--- src/rtl/branch_predictor.sv ---
// Direct-mapped 2-bit saturating-counter branch predictor with tags and targets.
// Same-cycle prediction for fetch; learns from resolved branches and keeps statistics.
module branch_predictor #(
  parameter int unsigned INDEX_BITS = 6,
  parameter int unsigned TAG_BITS   = 30 - INDEX_BITS
) (
  input  logic        clk,
  input  logic        rst_n,
  input  logic [31:0] if_pc,
  output logic        pred_hit,
  output logic        pred_taken,
  output logic [31:0] pred_target,
  input  logic        ex_update,
  input  logic [31:0] ex_pc,
  input  logic        ex_taken,
  input  logic [31:0] ex_target,
  input  logic        ex_pred_taken,
  input  logic [31:0] ex_pred_target,
  output logic        ex_mispredict,
  output logic [31:0] stat_branches,
  output logic [31:0] stat_mispredicts
);

  localparam int unsigned ENTRIES = 1 << INDEX_BITS;
  localparam int unsigned PC_W    = 32;

  logic [ENTRIES-1:0]  valid_q, valid_d;
  logic [TAG_BITS-1:0] tag_q    [ENTRIES];
  logic [TAG_BITS-1:0] tag_d    [ENTRIES];
  logic [PC_W-1:0]     target_q [ENTRIES];
  logic [PC_W-1:0]     target_d [ENTRIES];
  logic [1:0]          ctr_q    [ENTRIES];
  logic [1:0]          ctr_d    [ENTRIES];

  logic [PC_W-1:0] stat_branches_q, stat_branches_d;
  logic [PC_W-1:0] stat_mispredicts_q, stat_mispredicts_d;

  logic [INDEX_BITS-1:0] if_idx, ex_idx;
  logic [TAG_BITS-1:0]   if_tag, ex_tag;
  logic                  ex_hit;
  logic                  unused_pc_lsbs;

  assign if_idx = if_pc[INDEX_BITS+1:2];
  assign if_tag = if_pc[31:INDEX_BITS+2];
  assign ex_idx = ex_pc[INDEX_BITS+1:2];
  assign ex_tag = ex_pc[31:INDEX_BITS+2];

  // Word-aligned PCs: the two low bits carry no information.
  assign unused_pc_lsbs = ^{if_pc[1:0], ex_pc[1:0]};

  // Prediction reads pre-update state; there is deliberately no bypass.
  always_comb begin
    pred_hit    = valid_q[if_idx] && (tag_q[if_idx] == if_tag);
    pred_taken  = pred_hit && ctr_q[if_idx][1];
    pred_target = pred_hit ? target_q[if_idx] : 32'd0;
  end

  // A not-taken branch never mispredicts on target.
  always_comb begin
    ex_mispredict = ex_update &&
                    ((ex_taken != ex_pred_taken) ||
                     (ex_taken && (ex_target != ex_pred_target)));
  end

  assign ex_hit = valid_q[ex_idx] && (tag_q[ex_idx] == ex_tag);

  // Table update: train on hit, allocate-and-replace on miss.
  always_comb begin
    valid_d  = valid_q;
    tag_d    = tag_q;
    target_d = target_q;
    ctr_d    = ctr_q;
    if (ex_update) begin
      if (ex_hit) begin
        if (ex_taken) begin
          ctr_d[ex_idx]    = (ctr_q[ex_idx] == 2'b11) ? 2'b11 : ctr_q[ex_idx] + 2'd1;
          target_d[ex_idx] = ex_target;
        end else begin
          ctr_d[ex_idx] = (ctr_q[ex_idx] == 2'b00) ? 2'b00 : ctr_q[ex_idx] - 2'd1;
        end
      end else begin
        valid_d[ex_idx]  = 1'b1;
        tag_d[ex_idx]    = ex_tag;
        target_d[ex_idx] = ex_target;
        ctr_d[ex_idx]    = ex_taken ? 2'b10 : 2'b01;
      end
    end
  end

  // Saturating statistics counters.
  always_comb begin
    stat_branches_d    = stat_branches_q;
    stat_mispredicts_d = stat_mispredicts_q;
    if (ex_update && (stat_branches_q != 32'hFFFF_FFFF)) begin
      stat_branches_d = stat_branches_q + 32'd1;
    end
    if (ex_mispredict && (stat_mispredicts_q != 32'hFFFF_FFFF)) begin
      stat_mispredicts_d = stat_mispredicts_q + 32'd1;
    end
  end

  // Tag and target need no reset: valid gates every use of them.
  always_ff @(posedge clk) begin
    if (!rst_n) begin
      valid_q            <= '0;
      stat_branches_q    <= '0;
      stat_mispredicts_q <= '0;
      for (int unsigned i = 0; i < ENTRIES; i++) begin
        ctr_q[i] <= 2'b01;
      end
    end else begin
      valid_q            <= valid_d;
      tag_q              <= tag_d;
      target_q           <= target_d;
      ctr_q              <= ctr_d;
      stat_branches_q    <= stat_branches_d;
      stat_mispredicts_q <= stat_mispredicts_d;
    end
  end

  assign stat_branches    = stat_branches_q;
  assign stat_mispredicts = stat_mispredicts_q;

endmodule

--- config.mk ---
export PLATFORM = sky130hd
export DESIGN_NAME = branch_predictor
export DESIGN_NICKNAME = d
export VERILOG_FILES = /design/src/rtl/branch_predictor.sv
export SDC_FILE = /design/constraint.sdc
export NUM_CORES = 2
export LEC_CHECK = 0
export CAP_MARGIN = 20
export CORE_ASPECT_RATIO = 2
export CORE_MARGIN = 2
export CORE_UTILIZATION = 45
export CTS_BUF_LIST = sky130_fd_sc_hd__clkbuf_4 sky130_fd_sc_hd__clkbuf_8
export DETAILED_ROUTE_END_ITERATION = 10
export DONT_BUFFER_PORTS = 1
export PLACE_DENSITY = 0.61
export SLEW_MARGIN = 20
export SYNTH_ARGS = -nofsm -noshare
export SYNTH_HDL_FRONTEND = slang
export SYNTH_SLANG_ARGS = --single-unit
--- constraint.sdc ---
create_clock -name clk -period 13.4 [get_ports clk]
set_clock_uncertainty 0.2 [all_clocks]
set_input_delay 2.68 -clock clk [delete_from_list [all_inputs] [get_ports clk]]
set_output_delay 2.68 -clock clk [all_outputs]
set_load 0.05 [all_outputs]
==> impl_metrics.toml <==
[outcome]
status = "finished with violations"
violations = "max-slew violations"

[power_and_ir_drop]
p_sw_mw = 5.34
power_density_nw_per_um2 = 131
ir_drop_mv = 0.0821
clkPwrFrac_pct = 38.9
switching_share_pct = 22.4
p_leak_nw = 56.4
p_int_mw = 18.5
seq_power_share_pct = 55.3
combPwrFrac_pct = 5.8

[placement]
portBuffers = 0
placed_cells = 12900
place_area_um2 = 171000
hpwl_um = 313000
routabilityCongestion = 0.903

[cts]
post_cts_buffers = 0
cts_sinks = 3840
cts-buffers-inserted = 552
htree_levels = 6
cts_tree = "yes"
ctsHoldBuffers = 0
cts_resized = 0
clock_latency_ps = 1130
clkTransAtPathRegs_ps = 60
cts_buffer_depth = 4
cts-root-buf = "clkbuf_8"

[global_route]
grt_max_degree = 426
overflow = 0
grt_pass1_vias = 96700
grt_pass1_wl_um = 782000
antenna_found_initial = 25
grtUsageTotal_pct = 30.8

[sta]
setup_violations = 0
slew_headroom_pct = -14.1
drv_slew = 114
fin_crit_sh_pct = 94.6
holdWs_ps = 287
hold_violations = 0
fmax_mhz = 78.9
fin_tns_setup_ps = 0
rsz0062_at_grt = "false"
fin_crit_ps = 12680
tightest_slew_ps = 1710

[cells_and_area]
fin_area_um2 = 181000
layout.nets = 8846
drive_above_1_share_pct = 30.9
final_cell_mix = "edfxtp_1, mux4_2, clkbuf_8"
area_growth_pct = 10.6
final_cells = 13900
layout_commonest_cell = "edfxtp_1"

[setup_path]
arrival_ps = 9800
cp.required_ps = 10520
reg2reg_slack_ps = 6350
critPathKind = "primary input to primary output"
startpoint_type = "primary input"
cp-end-kind = "primary output"
crit_fanout = 101

[routing]
drc_errors = 0
wl_um = 574000
vias = 95300
wl_per_cell_um = 41.5
drt_pass1_iterations = 8
ant_nets = 0
drt-vias-per-instance = 6.88
drt_iter0_markers = 12600

[die]
std_cell_rows = 313
dieArea_um2 = 369000
dieWidth_um = 431
start_util_pct = 45.2
die_height_um = 857
num_io_pins = 232
coreArea_um2 = 363000

[flow_run]
maxCapViolCount = 0

[yosys]
synth-async-reset-ratio_pct = 0
avgSynthCellArea_um2 = 19.2
synth_top_flop_cell = "edfxtp_1"
yosys_warnings = 0
syn_nets = 8661
yosysUniqueCellTypes = 83
syn_area_um2 = 164000
synthCells = 8526
synth-edff-count = 3584
ys_ff_latch = 3840
seq_area_frac_synth_pct = 68.8

[min_path]
hold_class = "flip-flop to flip-flop"
## cell usage after synthesis (107+ instances only)
cell type | n | share of area (%)
dfxtp_1 | 256 | 3.1
o22ai_1 | 107 | 0.41
nand3_1 | 207 | 0.63
mux2_2 | 150 | 1.0
nor2b_1 | 116 | 0.44
mux4_2 | 1309 | 18
nand2_1 | 301 | 0.69
buf_1 | 123 | 0.28
buf_2 | 120 | 0.37
clkbuf_1 | 312 | 0.71
mux2i_1 | 260 | 1.6
edfxtp_1 | 3584 | 66
a221oi_1 | 120 | 0.64
a22oi_1 | 129 | 0.59
nor2_1 | 310 | 0.71
a21oi_1 | 150 | 0.46
## flip-flops by register name, summed over array words and instances (netlist names)
signal / flops
target_q: 2048
ctr_q: 128
stat_branches: 32
tag_q: 1536
stat_mispredicts: 32
valid_q: 64
## cells by family after synthesis
| group | synth area share (%) |
|---|---|
| compound gates | 4.47 |
| xor+xnor | 0.674 |
| fa+ha+maj | 0.0153 |
| buf+inv | 1.85 |
| flops | 68.8 |
| mux | 20.7 |
| simple gates | 3.50 |
## final timing paths
check / startpoint / end / cells past startpoint
max: if_pc[2] / pred_target[28] / 17
min: ctr_q[41] / ctr_q[41] / 2
max reg2reg: tag_q[448] / tag_q[1029] / 13
min reg2reg: ctr_q[41] / ctr_q[41] / 2
## metal layers
metal | part of all wire, % | routed length [um] | GRT usage (%) | up-vias
met1 | 32 | 186000 | 34.5 | 50800
met2 | 50 | 286000 | 51.9 | 6245
met3 | 9.0 | 51700 | 6.26 | 1984
met4 | 8.8 | 50300 | 23.0 | 10
met5 | 0.013 | 77 | 0 | -
li1 | - | - | - | 36300
## through the flow
stage | util, % | setup slack [ps] | power [mW]
global route | 50.0 | 547 | 24.4
CTS | 49.9 | 874 | 23.9
finish | 50.0 | 725 | 23.8
detailed placement | 47.0 | 877 | 14.8
floorplan | - | 2940 | 14.4
global placement | 47.0 | 1000 | 14.7
## cell type report
| type | instances | area (um2) |
|---|---|---|
| well taps | 4725 | 5910 |
| clock buffers | 725 | 9120 |
| clock inverters | 220 | 1390 |
| fillers | 29400 | 181000 |
| diodes | 27 | 67.6 |
| multi-input cells | 4030 | 49300 |
| inverters | 15 | 63.8 |
| flip-flops and latches | 3840 | 113000 |
| repair buffers | 272 | 2590 |
## power by group through the flow
stage | Combinational (mW) | Clock (mW) | Sequential [mW]
2_1_floorplan | 0.997 | 0 | 13.4
3_3_place_gp | 1.33 | 0 | 13.4
3_5_place_dp | 1.34 | 0 | 13.4
4_1_cts | 1.34 | 9.38 | 13.2
5_1_grt | 1.40 | 9.82 | 13.2
6_report | 1.37 | 9.26 | 13.2
## critical path, stage by stage
cell and delay (ps):
buf_16 480, buf_16 660, buf_16 250, buf_16 460, buf_16 390, mux4_2 580, mux4_2 530, mux2_2 300
nand2_1 220, o21ai_0 470, xnor2_1 330, nand2_1 140, nor4_2 390, nand4_1 410, buf_4 420, a211oi_2 270
buf_4 250
(Power assumes the default switching activity.)
